[src/rtl/instr_encoder_loader.sv]
// instr_encoder_loader
//   Streaming RV32I encoder and instruction-memory loader. It accepts symbolic
//   instruction requests over a valid/ready handshake and range-checks each one.
//   Legal requests are packed into a 32-bit machine word and written to
//   consecutive word addresses. Rejected requests are consumed and flagged.
//
// Ports
//   clk        rising-edge clock
//   rst        asynchronous, active-low reset
//   clear      synchronous restart of load address and count
//   in_valid   request valid
//   in_ready   request can be accepted (~full & ~clear)
//   kind       instruction kind (0..12 legal, 13..15 illegal)
//   rd/rs1/rs2 register numbers
//   imm        signed immediate (full value for LUI)
//   mem_we     instruction-memory write strobe (one-cycle pulse)
//   mem_addr   word address of the write
//   mem_wdata  encoded instruction
//   err        one-cycle pulse for a rejected request
//   count      words written since reset or clear
//   full       count == 2**ADDR_WIDTH
module instr_encoder_loader #(
  parameter int ADDR_WIDTH = 8
) (
  input  logic                  clk,
  input  logic                  rst,
  input  logic                  clear,
  input  logic                  in_valid,
  output logic                  in_ready,
  input  logic [3:0]            kind,
  input  logic [4:0]            rd,
  input  logic [4:0]            rs1,
  input  logic [4:0]            rs2,
  input  logic [31:0]           imm,
  output logic                  mem_we,
  output logic [ADDR_WIDTH-1:0] mem_addr,
  output logic [31:0]           mem_wdata,
  output logic                  err,
  output logic [ADDR_WIDTH:0]   count,
  output logic                  full
);

  typedef enum logic [3:0] {
    K_ADD  = 4'd0,  K_SUB  = 4'd1,  K_AND = 4'd2,  K_OR  = 4'd3,
    K_SLT  = 4'd4,  K_ADDI = 4'd5,  K_LW  = 4'd6,  K_SW  = 4'd7,
    K_BEQ  = 4'd8,  K_BNE  = 4'd9,  K_LUI = 4'd10, K_JAL = 4'd11,
    K_JALR = 4'd12
  } kind_e;

  localparam logic [6:0] OP_R    = 7'b0110011;
  localparam logic [6:0] OP_IMM  = 7'b0010011;
  localparam logic [6:0] OP_LOAD = 7'b0000011;
  localparam logic [6:0] OP_JALR = 7'b1100111;
  localparam logic [6:0] OP_STOR = 7'b0100011;
  localparam logic [6:0] OP_BR   = 7'b1100011;
  localparam logic [6:0] OP_LUI  = 7'b0110111;
  localparam logic [6:0] OP_JAL  = 7'b1101111;

  localparam logic [ADDR_WIDTH:0] CAPACITY = {1'b1, {ADDR_WIDTH{1'b0}}};

  logic                  full_q, full_d;
  logic [ADDR_WIDTH:0]   count_q, count_d;
  logic                  mem_we_q, mem_we_d;
  logic [ADDR_WIDTH-1:0] mem_addr_q, mem_addr_d;
  logic [31:0]           mem_wdata_q, mem_wdata_d;
  logic                  err_q, err_d;

  logic signed [31:0] imm_s;
  logic               i_range_ok, b_range_ok, j_range_ok;
  logic               legal;
  logic [31:0]        word;
  logic               accept;

  assign imm_s = imm;

  // Immediate range windows; branch and jump offsets must also be even.
  assign i_range_ok = (imm_s >= -32'sd2048) && (imm_s <= 32'sd2047);
  assign b_range_ok = (imm_s >= -32'sd4096) && (imm_s <= 32'sd4094) && !imm[0];
  assign j_range_ok = (imm_s >= -32'sd1048576) && (imm_s <= 32'sd1048574) && !imm[0];

  assign in_ready = ~full_q & ~clear;
  assign accept   = in_valid & in_ready;

  // Encoder: pack the symbolic request into RV32I fields and decide legality.
  always_comb begin
    word  = '0;
    legal = 1'b1;
    case (kind)
      K_ADD:  word = {7'b0000000, rs2, rs1, 3'b000, rd, OP_R};
      K_SUB:  word = {7'b0100000, rs2, rs1, 3'b000, rd, OP_R};
      K_AND:  word = {7'b0000000, rs2, rs1, 3'b111, rd, OP_R};
      K_OR:   word = {7'b0000000, rs2, rs1, 3'b110, rd, OP_R};
      K_SLT:  word = {7'b0000000, rs2, rs1, 3'b010, rd, OP_R};
      K_ADDI: begin
        word  = {imm[11:0], rs1, 3'b000, rd, OP_IMM};
        legal = i_range_ok;
      end
      K_LW: begin
        word  = {imm[11:0], rs1, 3'b010, rd, OP_LOAD};
        legal = i_range_ok;
      end
      K_JALR: begin
        word  = {imm[11:0], rs1, 3'b000, rd, OP_JALR};
        legal = i_range_ok;
      end
      K_SW: begin
        word  = {imm[11:5], rs2, rs1, 3'b010, imm[4:0], OP_STOR};
        legal = i_range_ok;
      end
      K_BEQ, K_BNE: begin
        word  = {imm[12], imm[10:5], rs2, rs1, (kind == K_BNE) ? 3'b001 : 3'b000,
                 imm[4:1], imm[11], OP_BR};
        legal = b_range_ok;
      end
      K_LUI: begin
        word  = {imm[31:12], rd, OP_LUI};
        legal = (imm[11:0] == 12'd0);
      end
      K_JAL: begin
        word  = {imm[20], imm[10:1], imm[11], imm[19:12], rd, OP_JAL};
        legal = j_range_ok;
      end
      default: legal = 1'b0;
    endcase
  end

  // Next-state: clear wins over everything because in_ready is low during clear.
  // Address and data hold their last value unless a new write is launched.
  always_comb begin
    count_d     = count_q;
    mem_we_d    = 1'b0;
    err_d       = 1'b0;
    mem_addr_d  = mem_addr_q;
    mem_wdata_d = mem_wdata_q;
    if (clear) begin
      count_d = '0;
    end else if (accept) begin
      if (legal) begin
        mem_we_d    = 1'b1;
        mem_addr_d  = count_q[ADDR_WIDTH-1:0];
        mem_wdata_d = word;
        count_d     = count_q + 1'b1;
      end else begin
        err_d = 1'b1;
      end
    end
    full_d = (count_d == CAPACITY);
  end

  // State register: reset drops any pending write immediately.
  always_ff @(posedge clk or negedge rst) begin
    if (!rst) begin
      count_q     <= '0;
      full_q      <= 1'b0;
      mem_we_q    <= 1'b0;
      mem_addr_q  <= '0;
      mem_wdata_q <= '0;
      err_q       <= 1'b0;
    end else begin
      count_q     <= count_d;
      full_q      <= full_d;
      mem_we_q    <= mem_we_d;
      mem_addr_q  <= mem_addr_d;
      mem_wdata_q <= mem_wdata_d;
      err_q       <= err_d;
    end
  end

  assign mem_we    = mem_we_q;
  assign mem_addr  = mem_addr_q;
  assign mem_wdata = mem_wdata_q;
  assign err       = err_q;
  assign count     = count_q;
  assign full      = full_q;

endmodule

[config.mk]
export PLATFORM = sky130hd
export DESIGN_NAME = instr_encoder_loader
export DESIGN_NICKNAME = d
export VERILOG_FILES = /design/src/rtl/instr_encoder_loader.sv
export SDC_FILE = /design/constraint.sdc
export NUM_CORES = 1
export LEC_CHECK = 0
export CAP_MARGIN = 20
export CORE_MARGIN = 3
export CORE_UTILIZATION = 47
export DETAILED_ROUTE_END_ITERATION = 8
export GPL_ROUTABILITY_DRIVEN = 0
export GPL_TIMING_DRIVEN = 1
export PLACE_DENSITY = 0.92
export SETUP_SLACK_MARGIN = 0.5
export SLEW_MARGIN = 20
export SYNTH_ARGS = -nofsm -noshare
export SYNTH_HDL_FRONTEND = slang
export SYNTH_SLANG_ARGS = --single-unit
[constraint.sdc]
create_clock -name clk -period 5 [get_ports clk]
set_clock_uncertainty 0.1 [all_clocks]
set_input_delay 0.75 -clock clk [delete_from_list [all_inputs] [get_ports clk]]
set_output_delay 0.75 -clock clk [all_outputs]
set_load 0.1 [all_outputs]
Word-level counts from Yosys, hierarchy flattened
Cells that the tools add are included.

operators by class
  add/subtract/negate cells = 1
  $lt $le $gt $ge = 6
  equality and inequality tests = 13
  muxes and demuxes = 12
  bitwise gates (word level) = 4
  reductions and logical operators = 12

operators by type and width
  operator                                                                                number
  32-bit one-hot mux with 12 select lines                                                 1
  32-bit by 12-bit greater-or-equal comparator with 1-bit output (second input constant)  1
  32-bit by 13-bit greater-or-equal comparator with 1-bit output (second input constant)  1
  32-bit by 21-bit greater-or-equal comparator with 1-bit output (second input constant)  1
  32-bit by 12-bit <= comparator with 1-bit output (second input constant)                1
  32-bit by 13-bit <= comparator with 1-bit output (second input constant)                1
  32-bit by 21-bit <= comparator with 1-bit output (second input constant)                1
  9-bit two-way mux                                                                       3
  4-bit == test (second input constant)                                                   5
  4-bit by 3-bit == test with 1-bit output (second input constant)                        4
  12-bit zero test                                                                        1
  9-bit by 1-bit adder with 9-bit output (second input constant)                          1
  9-bit == test (second input constant)                                                   1
  4-bit by 2-bit == test with 1-bit output (second input constant)                        2
  1-bit two-way mux                                                                       7
  1-bit logical AND                                                                       5
  1-bit one-hot mux with 5 select lines                                                   1
  5-bit OR reduction                                                                      1
  4-bit by 1-bit == test with 1-bit output (second input constant)                        1
  4-bit zero test                                                                         1
  4-bit OR reduction                                                                      1
  3-bit AND reduction                                                                     1
  1-bit bitwise AND                                                                       2
  1-bit inverter                                                                          2
  other kinds (2)                                                                         2

storage, ports and cells
  register bits after elaboration = 52
  input bits = 55
  word-level logic and storage cells = 54

Longest topological paths before layout
  depth in word-level cells = 8
  depth in mapped cells = 11
  gate-level depth less buffers = 9

Worst setup path after synthesis
No wires, ideal clock.

  kind = register to register
  from = register full_q (netlist: full)
  to = register full_q (netlist: full)
  library setup time = 0.095 ns
  arrival time = 3.635 ns
  required time = 4.805 ns
  setup slack = 1.170 ns
  cell stages (with the launch flop) = 7
  path buffers = 0
  cells stage by stage = dfrtp_1 -> nor2_1 -> nand2_1 -> a311oi_1 -> mux2_2 -> or3b_1 -> nor4b_2

on the way
  word-level cells in the longest chain between the ends = 6

RTL lines
  element                   line  text
  start: declaration        61    logic full_q, full_d;
  start signal: assignment  161   full_q <= full_d;
  1-bit inverter            81    assign in_ready = ~full_q & ~clear;
  1-bit bitwise AND         81
  via in_ready              29    output logic in_ready,
  1-bit bitwise AND         82    assign accept = in_valid & in_ready;
  9-bit two-way mux         137   end else if (accept) begin
  9-bit two-way mux         135   if (clear) begin
  via count_d[5]            62    logic [ADDR_WIDTH:0] count_q, count_d;
  9-bit == test             147   full_d = (count_d == CAPACITY);
  via full_d                61

The timed path passes the listed nets, and every way through them passes these cells.
A chain may end at the register's enable or synchronous reset.

Worst setup path after layout
  from = input port kind[1]
  to = register full_q (netlist: full)

on the way
  word-level cells in the longest chain between the ends = 7
  elaborated cells between the ends (all ways) = 21

RTL lines
  element                                                                 line  text
  start: declaration                                                      30    input logic [3:0] kind,
  4-bit by 3-bit == test with 1-bit output, or another cell as far along  88    case (kind)
  5-bit OR reduction (no line), or another cell as far along              -
  1-bit one-hot mux with 5 select lines *                                 88
  9-bit two-way mux *                                                     138   if (legal) begin
  9-bit two-way mux *                                                     137
  9-bit two-way mux *                                                     135
  9-bit == test *                                                         147
  via full_d                                                              61

The timed path passes the listed nets; every way through them passes the cells marked *.

==> summary.txt <==
Status: completed
Die Width: 82.3 um
CP max stage cell: clkdlybuf4s50_1
Worst vdd ir: 0.000258 V
Vias after detailed routing: 2869
Crit-path leading delay family: compound AO/OA/AOI/OAI gates
Fin Setup TNS: 0 ps
Worst path cell trace: clkdlybuf4s50_1 > inv_1 > nand2_1 > a21oi_1 > a41oi_1 > a31o_2 > clkinv_1 > a311oi_1 > a311oi_1 > nor4b_2
Period minus WS final: 4190 ps
Synth Area in Adders: 0.458%
Syn_nets: 370
Switching pwr: 636 uW
Crit Path Max Fanout: 19
Worst Hold Class: register to register
Post-CTS setup buffer count: 0
Buffers plus inverters on the worst setup path: 3
Seq/Total Area, Yosys: 46.7%
Maximum clock rate: 239 MHz
DP Cell Count: 477
Max-slew headroom: 33.5%
Setup CP Type: input port to register
N_diodes: 0
CTS Sinks: 51
GRT Util Overall: 26.1%
Synth Area in Compound Gates: 21.1%
Commonest non-fill, non-tap cell in the layout: clkdlybuf4s50_1
Hold slack: 384 ps
GR met3 Demand/Resource: 4.66%
Clock transition at the registers of the reported paths: 100 ps
Final core utilization: 70.8%
Final setup viols: 0
Total power draw: 1.41 mW
Switch share: 45.1%
Post-synth ARST share: 100%
Crit share post-route: 83.7%
Clk_lat worst skew: 310 ps
Cell count after synthesis: 314
Number of global-route vias before repair: 2766
Worst slack, placed: 739 ps
Drt wl/cell: 17.4 um
# nets final: 468
Cell Area, Placed: 0.00383 mm2
Cts hold-fix bufs: 0
XOR/XNOR Fraction of Synth Area: 2.24%
Chip height: 82.3 um
Via density: 5.92
Seq pwr share: 34.4%
R2R depth: 7
First-pass GRT wire length: 13600 um
Count of state elements after synthesis: 51
Met1 usage: 34.3%
Total CTS buffers: 5
CTS tree: yes
CP dominant cell by count: a311oi_1
Post-CTS Resized: 0
Hold Fails Final Rpt: 0
Largest family of logic cells by synthesized area: simple AND/OR/NAND/NOR gates
Logic pwr share: 43.9%
Number of synthesized flops with an enable pin: 0
Power per cell area: 358 mW/mm2
Crit path DAT: 4300 ps
Yosys Warn Count: 0
Busiest layer in global routing: met2
Fill count: 404
Initial antenna violation count: 0
CP max stage delay: 780 ps
Internal: 776 uW
Setup ws final: 814 ps
Synth Area in Simple Gates: 23.9%
Hold Path Stages: 2
Final WL: 8460 um
Most frequent cells in the layout: clkdlybuf4s50_1, nand2_1, dfrtp_1
Die area: 0.00677 mm2
Clock buffer depth: 2
Root Driver: clkbuf_8
Syn avg cell area: 8.70 um2
Post-synthesis mux area share: 1.56%
Mapped cell area: 0.00273 mm2
Power share of the clock group: 21.7%
CP endpoint kind: register
Layout area overhead: 44.5%
Largest net degree at the start of global routing: 60
Htree depth: 2
Design Area, Final: 0.00395 mm2
Met2 Usage GRT: 44.1%
Leak: 1.64 nW
Top_reg_cell synth: dfrtp_1
Row Count: 27
Final slew viol count: 0
Maxcap violations: 0
Startpoint type of the worst setup path: input port
GR Overflow Total: 0
Post-route ant nets: 0
Worst slew pin tran: 994 ps
DP Wirelength: 6420 um
Count of cell types in the netlist: 51
Core area: 0.00557 mm2
CP Depth: 10
Remaining DRCs: 0
RSZ-0062 raised after global routing: false
Final Non-Filler Cells: 485
Initial DRC count: 391
Share of layout cells above drive strength 1: 4.84%
Initial Util: 49.0%
Port Buf Inserts: 107
I/O Pins: 108
Worst EP required: 5120 ps
Pre-antenna DRT Iters: 8
==> power by group through the flow <==
stage	logic (mW)	registers [mW]	clock network [mW]
3_5_place_dp	0.620	0.494	0
4_1_cts	0.621	0.486	0.305
3_3_place_gp	0.612	0.491	0
5_1_grt	0.645	0.490	0.324
6_report	0.620	0.486	0.307
2_1_floorplan	0.0867	0.838	0
==> cells in the mapped netlist (all sizes together), types with 2 or more instances <==
library cell	n	area, um2
a211oi	4	30.0
a21o	4	30.0
a21oi	13	65.1
a222oi	5	50.1
a22oi	14	105
a311oi	3	26.3
and3	3	18.8
buf	6	36.3
clkbuf	13	48.8
dfrtp	51	1280
inv	6	22.5
mux2	2	22.5
mux2i	2	20.0
nand2	68	255
nand2b	2	12.5
nand3	7	35.0
nand4	11	68.8
nor2	22	82.6
nor3	6	30.0
nor4	7	62.6
o2111ai	2	17.5
o21ai	32	160
o31ai	2	15.0
or3	2	12.5
xnor2	4	35.0
xor2	3	26.3
==> worst register-to-register path: cells and delay by family (launching register included) <==
family                 cells  cell delay (ps)
DFF                        1              380
buffers and inverters      1              490
AOI/OAI and AO/OA          3             1060
and+or+nand+nor            3              520
==> final timing paths <==
kind	from	end	slack, ps
worst max-delay path	kind[1]	full	810
worst max register to register	full	full	2380
min in group asynchronous	rst	mem_wdata[1]	420
worst min register to register	mem_wdata[4]	mem_wdata[4]	380
worst min-delay path	mem_wdata[4]	mem_wdata[4]	380
max in group asynchronous	rst	mem_wdata[28]	3960
==> sequential cells by signal, indices dropped and copies added, names as in the netlist <==
signal	cells
mem_wdata	31
count	9
mem_addr	8
err	1
full	1
mem_we	1
==> kinds of logic after synthesis <==
| family | after synthesis |
|---|---|
| AND/OR/NAND/NOR | 137 |
| adder cells (fa/ha/maj) | 1 |
| AO/OA/AOI/OAI | 88 |
| XOR/XNOR | 7 |
| buffers and inverters | 26 |
| flip-flops | 51 |
| multiplexers | 4 |
==> area by class of cell <==
type	instances	area [um2]	share of cell area, %
Clock inverter	2	38.8	0.983
Multi-Input combinational cell	237	1350	34.1
Sequential cell	51	1280	32.3
Tap cell	72	90.1	2.28
Clock buffer	6	82.6	2.09
Inverter	7	26.3	0.666
Timing Repair Buffer	110	1090	27.6
==> layer usage <==
| layer | up-vias | wire length (um) |
|---|---|---|
| li1 | 1346 | - |
| met1 | 1349 | 3480 |
| met2 | 161 | 4250 |
| met3 | 13 | 622 |
| met4 | 0 | 111 |
| met5 | - | 0 |
No activity file was read; power rests on OpenSTA's default activity.
